$ cat src/rtl/uart_tx_arbiter.sv
// rtl/uart_tx_arbiter.sv - round-robin arbiter feeding bytes from 4 requesters to one UART transmitter
// Optional packet lock: define UART_ARB_PKT_LOCK_EN.
module uart_tx_arbiter #(
    parameter int BUSY_WAIT = 8
) (
    input  logic        clk,
    input  logic        rst,
    input  logic [3:0]  req_valid,
    input  logic [31:0] req_data,
    input  logic [3:0]  req_last,
    output logic [3:0]  req_ready,
    output logic        tx_start,
    output logic [7:0]  tx_data,
    input  logic        tx_busy,
    output logic [1:0]  grant_id,
    output logic        byte_done,
    output logic        err_timeout
);

    typedef enum logic [1:0] {IDLE, LAUNCH, WAIT_BUSY, WAIT_DONE} state_t;

    state_t      state, state_next;
    logic [7:0]  wait_cnt;
    logic [1:0]  last_grant;
    logic [1:0]  winner;
    logic [1:0]  idx;
    logic        found;
    logic [3:0]  eligible;
    logic        accept;
    logic        timeout;

`ifdef UART_ARB_PKT_LOCK_EN
    logic       lock_active;
    logic [1:0] lock_id;

    always_comb begin
        eligible = req_valid;
        if (lock_active)
            eligible = req_valid & (4'b0001 << lock_id);
    end

    // A byte without its last marker pins arbitration to its sender; a timeout frees it.
    always_ff @(posedge clk or posedge rst) begin
        if (rst) begin
            lock_active <= 1'b0;
            lock_id     <= 2'd0;
        end else if (accept) begin
            lock_active <= ~req_last[winner];
            lock_id     <= winner;
        end else if (timeout) begin
            lock_active <= 1'b0;
        end
    end
`else
    logic unused_last;
    assign unused_last = ^req_last;
    assign eligible    = req_valid;
`endif

    // Search starts one past the previous winner and wraps.
    always_comb begin
        winner = last_grant;
        found  = 1'b0;
        idx    = 2'd0;
        for (int k = 1; k <= 4; k++) begin
            idx = last_grant + 2'(k);
            if (!found && eligible[idx]) begin
                winner = idx;
                found  = 1'b1;
            end
        end
    end

    assign accept  = (state == IDLE) && !tx_busy && found;
    assign timeout = (state == WAIT_BUSY) && !tx_busy && (wait_cnt == 8'(BUSY_WAIT - 1));

    always_comb begin
        state_next = state;
        req_ready  = 4'b0000;
        tx_start   = 1'b0;
        byte_done  = 1'b0;
        case (state)
            IDLE: begin
                if (accept) begin
                    req_ready  = 4'b0001 << winner;
                    state_next = LAUNCH;
                end
            end
            LAUNCH: begin
                tx_start   = 1'b1;
                state_next = WAIT_BUSY;
            end
            WAIT_BUSY: begin
                if (tx_busy)
                    state_next = WAIT_DONE;
                else if (timeout)
                    state_next = IDLE;
            end
            WAIT_DONE: begin
                if (!tx_busy) begin
                    byte_done  = 1'b1;
                    state_next = IDLE;
                end
            end
            default: state_next = IDLE;
        endcase
    end

    always_ff @(posedge clk or posedge rst) begin
        if (rst) begin
            state       <= IDLE;
            wait_cnt    <= 8'd0;
            tx_data     <= 8'h00;
            grant_id    <= 2'd0;
            last_grant  <= 2'd3;
            err_timeout <= 1'b0;
        end else begin
            state <= state_next;
            if (accept) begin
                tx_data    <= req_data[{winner, 3'b000} +: 8];
                grant_id   <= winner;
                last_grant <= winner;
            end
            if (state == LAUNCH)
                wait_cnt <= 8'd0;
            else if ((state == WAIT_BUSY) && !tx_busy && !timeout)
                wait_cnt <= wait_cnt + 8'd1;
            if (timeout)
                err_timeout <= 1'b1;
        end
    end

endmodule
$ cat config.mk
export PLATFORM = sky130hd
export DESIGN_NAME = uart_tx_arbiter
export DESIGN_NICKNAME = d
export VERILOG_FILES = /design/src/rtl/uart_tx_arbiter.sv
export SDC_FILE = /design/constraint.sdc
export NUM_CORES = 1
export LEC_CHECK = 0
export ABC_AREA = 1
export CAP_MARGIN = 10
export CELL_PAD_IN_SITES_DETAIL_PLACEMENT = 0
export CELL_PAD_IN_SITES_GLOBAL_PLACEMENT = 1
export CORE_UTILIZATION = 28
export DETAILED_ROUTE_END_ITERATION = 6
export GPL_TIMING_DRIVEN = 0
export MAX_ROUTING_LAYER = met4
export PLACE_DENSITY = 0.88
export SETUP_SLACK_MARGIN = 0.2
export SYNTH_ARGS = -nofsm -noshare
export SYNTH_HDL_FRONTEND = slang
export SYNTH_SLANG_ARGS = --single-unit
$ cat constraint.sdc
create_clock -name clk -period 2 [get_ports clk]
set_input_delay 0.4 -clock clk [delete_from_list [all_inputs] [get_ports clk]]
set_output_delay 0.4 -clock clk [all_outputs]
set_load 0.005 [all_outputs]
Word level (Yosys, flattened, before mapping)
Index checks and enable logic that the tools add are counted.

storage, ports and cells
  register bits = 23
  memories = 0
  bits in writable memories = 0
  bits of input ports = 43
  output and inout bits = 17
  memory bits (read-only) = 0
  latch bits = 0

cells by class
  divide/modulo/power cells = 0
  shift-type cells = 2
  eq/ne operators = 7
  $mul = 0
  mux-type cells = 28
  order comparisons = 4
  bitwise gates (word level) = 0
  $add $sub $neg = 4
  reductions and logical operators = 16

operator list
  operator             count
  $shiftx 32x6->8      1
  $mux 2               8
  $mux 8               2
  $lt 2x3->1 const B   4
  $mux 1               11
  $add 8x1->8 const B  1
  $bmux 1 s2           4
  $eq 8x3->1 const B   1
  $logic_and 1x1->1    8
  $mux 4               2
  $pmux 2 s4           1
  $logic_not 1->1      5
  $add 2x2->2 const B  2
  $eq 2x2->1 const B   2
  $ne 2x2->1 const B   2
  $shl 1x2->4 const A  1
  $ne 3x3->1 const B   1
  $reduce_and 3->1     1
  $add 2x1->2 const B  1
  $eq 2x1->1 const B   1
  $logic_not 2->1      1
  $reduce_bool 2->1    1

Longest topological paths before layout
  depth after elaboration = 16
  gate-level depth with buffers = 15
  mapped depth without buffers = 13

Worst setup path after synthesis
Ideal clock, no wire load.

  kind = register -> output
  from = register last_grant[0]
  to = output port req_ready[1]
  arrival time = 1.577 ns
  setup slack = 0.023 ns
  data required time = 1.600 ns
  stages on the path, launching flop included = 12
  cell sequence = dfstp_2 buf_6 inv_8 nand2_1 nand3_1 nand2_2 nand2_2 nand2_4 nand2_4 nand2_4 nand2_1 nor2_1

on the way
  word-level cells in the longest chain between the ends = 16

ends and longest elaborated chain
  what                                                     line    text
  start, declared                                          24      logic [1:0] last_grant;
  start signal, assigned                                   122     last_grant <= winner;
  $add 2x1->2                                              66      idx = last_grant + 2'(k);
  $bmux 1 s2                                               67      if (!found && eligible[idx]) begin
  $mux 1 (not written as such)                             67
  $mux 1                                                   67
  $logic_not 1->1                                          67
  $logic_and 1x1->1                                        67
  $mux 1                                                   67
  $logic_not 1->1                                          67
  $logic_and 1x1->1                                        67
  $mux 1                                                   67
  $logic_not 1->1                                          67
  $logic_and 1x1->1                                        67
  $mux 2 / $mux 1 (equally long branches)                  67
  $shl 1x2->4 / $logic_and 1x1->1 (equally long branches)  85, 74
  $mux 4 (*)                                               84      if (accept) begin
  $mux 4 (*)                                               82      case (state)
  end, declared                                            11      output logic [3:0] req_ready,

Every way passes the cells marked *; elsewhere a longest branch is shown, timed or not. The select of a mux whose other input is x is not followed.

Final worst setup path
  from = input port req_valid[0]
  to = output port req_ready[1]

on the way
  word-level cells in the longest chain between the ends = 15

ends and longest elaborated chain
  what                                                     line    text
  start, declared                                          8       input logic [3:0] req_valid,
  $bmux 1 s2                                               67
  $mux 1 (not written as such)                             67
  $mux 1                                                   67
  $logic_not 1->1                                          67
  $logic_and 1x1->1                                        67
  $mux 1                                                   67
  $logic_not 1->1                                          67
  $logic_and 1x1->1                                        67
  $mux 1                                                   67
  $logic_not 1->1                                          67
  $logic_and 1x1->1                                        67
  $mux 2 / $mux 1 (equally long branches)                  67
  $shl 1x2->4 / $logic_and 1x1->1 (equally long branches)  85, 74
  $mux 4 (*)                                               84
  $mux 4 (*)                                               82

Marks and branches as above.

==> results by group <==
Die
  • Die Span Y: 80.3 um
  • I/O pins: 60
  • Initial core utilization: 29.0%
  • FP Rows: 28
  • Total die area: 6440 um2
  • Core area: 5920 um2
  • DIE WIDTH: 80.3 um

Worst setup path
  • CP Capture Type: output pin
  • Crit Path Category: input port to output pin
  • Critical path fanouts, max: 3
  • FF-to-FF Start: last_grant[0]
  • Crit path launch type: input port
  • Crit path DAT: 1970 ps
  • Worst Setup SP: req_valid[0]
  • CP required: 1600 ps

STA
  • Worst rel slew slack: 42.0%
  • Setup-failing EPs final: 12
  • Fin. max-slew vios: 0
  • Unrepaired setup endpoints after global routing: yes
  • Clock skew: 7.77 ps
  • Final worst path period share: 119%
  • Post-route setup TNS: -1700 ps
  • Final Critical Period: 2370 ps
  • Worst-Margin Slew: 868 ps
  • Worst hold slack: 472 ps
  • Top achievable clock speed: 421 MHz
  • Final count of hold timing violations: 0
  • Final worst slack: -374 ps

Detailed routing
  • Starting DRT DRC Count: 105
  • Vias after detailed routing: 1,852
  • Average routed wire per standard cell: 12.1 um
  • Drt via density: 4.54
  • DRT Pass-1 Iters: 4
  • Drt total wl: 4920 um
  • DRC Markers: 0
  • Antenna viol nets, final: 0

Placement
  • DPL Wire Length: 3410 um
  • Input/output buffers: 55
  • GP Congestion: 0.804
  • Placed cell count: 379
  • Pre-CTS setup slack: -759 ps

Logic synthesis
  • Post-synth cell types: 29
  • Yosys top cell area share: 30.6%
  • Synth Area in Adders: 0.729%
  • Post-synthesis register bit count: 23
  • Ys Warns: 0
  • Syn_nets: 293
  • Mapped Cells: 249
  • Mapped cell area: 1720 um2
  • Synth Area in Compound Gates: 5.91%
  • Main combinational cell family by area after synthesis: simple AND/OR/NAND/NOR gates
  • Cell type with the largest total area after synthesis: dfrtp_1
  • Simple-Gate Fraction of Synth Area: 47.3%
  • Number of synthesized flops with an enable pin: 0
  • Avg Synthesized Cell Area: 6.89 um2
  • Asr flop ratio synth: 100%
  • Sequential fraction of the synthesis area: 33.7%
  • Top FF cell, synth: dfrtp_1
  • Top cells by area, synth: dfrtp_1 31%, nand2_1 19%, nand3_1 12%
  • XOR/XNOR Fraction of Synth Area: 2.55%
  • Mux contribution to synthesized area: 0%

Layout
  • # nets final: 378
  • Final antenna diode count: 0
  • Final Util: 48.4%
  • Area Overhead vs Synth: 67.0%
  • Layout cells sized above 1: 29.1%
  • Leading cell type in the layout, fill and taps excluded: nand2_1
  • Post-Layout Cell Count: 408
  • Fill count: 586
  • Most frequent cells in the layout: 74 x nand2_1, 49 x clkdlybuf4s50_1, 36 x nand3_1

Worst hold path
  • Hold path start: err_timeout
  • Tightest Hold Check Type: flip-flop to flip-flop

GRT
  • Largest net degree at the start of global routing: 24
  • Global-route wire length before repair: 8230 um
  • All-Layer GR Usage: 16.8%
  • GRT Residual Overflow: 0
  • Vias in the first global route: 1,814
  • Initial antenna violation count: 0

CTS
  • TritonCTS Sinks: 23
  • Clock-pin slew on the worst setup and hold paths: 80 ps
  • CTS root buf: clkbuf_8
  • H-tree Lvls: 1
  • Inserted Clock Buffers: 3
  • Buffer depth of the longest clock path: 2
  • Clock latency on the worst-skew pair: 260 ps
  • CTS tree: done

Run status
  • Status: finished with violations
  • Violations in the final reports: setup timing

Pwr
  • Pwr dens: 1780 nW/um2
  • Lkg Pwr: 0.00143 uW
  • Worst vdd ir: 0.735 mV

Run
  • Max-cap viol count: 0
[timing repair]
| action | in CTS | in global routing |
|---|---|---|
| buffers inserted | 23 | 2 |
| resized for setup | 62 | 17 |
| gates cloned | 0 | 0 |
| hold buffers | 0 | 0 |
| pin swaps | 30 | 11 |
| setup endpoints to repair | 21 | 25 |
[metrics by stage]
stage | instance area, um2 | total power [uW]
final | 2870 | 5090
after global routing | 2870 | 5550
after CTS | 2790 | 4910
after detailed placement | 2400 | 3560
after global placement | 2400 | 3540
after floorplan | 1750 | 2780
[area by class of cell]
| cell class | instances | area [um2] | share of cell area, % |
|---|---|---|---|
| repair buffers | 80 | 734 | 25.6 |
| flip-flops and latches | 23 | 578 | 20.2 |
| well taps | 75 | 93.8 | 3.28 |
| clock buffers | 4 | 45.0 | 1.57 |
| multi-input cells | 189 | 1230 | 42.9 |
| inverters | 33 | 144 | 5.02 |
| plain buffers | 4 | 41.3 | 1.44 |
[cells by family after synthesis]
group / Yosys count
AND/OR/NAND/NOR: 168
buffers and inverters: 37
flip-flops: 23
AO/OA/AOI/OAI: 15
XOR/XNOR: 5
adder cells (fa/ha/maj): 1
[where the power goes]
group	switching [uW]	internal [uW]
clock	137	142
combinational	2220	1800
sequential	131	653
total	2490	2600
[path summary, 6_finish.rpt]
kind | slack, ps | to | cells after the start
worst max-delay path | -370 | req_ready[1] | 13
worst min-delay path | 470 | err_timeout | 1
worst max register to register | -30 | tx_data[4] | 16
worst min register to register | 470 | err_timeout | 1
max in group asynchronous | 840 | tx_data[1] | 2
min in group asynchronous | 610 | wait_cnt[6] | 2
[flip-flops by register name (all words and copies together), names as in the netlist]
register / flops
tx_data: 8
wait_cnt: 8
grant_id: 2
last_grant: 2
state: 2
err_timeout: 1
[worst max-delay path, cell delays in order]
cell and delay, ps:
clkdlybuf4s50_1 560, nand2_2 100, nand2_4 90, nand2_2 70
nand2_4 110, nand2_8 70, nand2_8 80, buf_6 110
nand2_8 50, nand2_8 60, nand2_4 60, nor2_2 90
buf_2 110
[synthesized netlist by cell type (all sizes together) (2+ instances only)]
cell     n
nand2  107
nand3   43
inv     33
dfrtp   21
nor2    12
xor2     5
o21ai    4
o31ai    4
a21oi    3
buf      3
nor3     3
dfstp    2
nand4    2
[layer usage]
metal | routed length, um | vias to the layer above | part of all wire (%) | track usage [%]
li1 | - | 959 | - | -
met1 | 2260 | 848 | 46 | 21.7
met2 | 2460 | 43 | 50 | 29.2
met3 | 173 | 2 | 3.5 | 2.39
met5 | 0 | - | 0 | -
met4 | 18 | 0 | 0.37 | 1.07
Power figures use the tool's default switching activity.
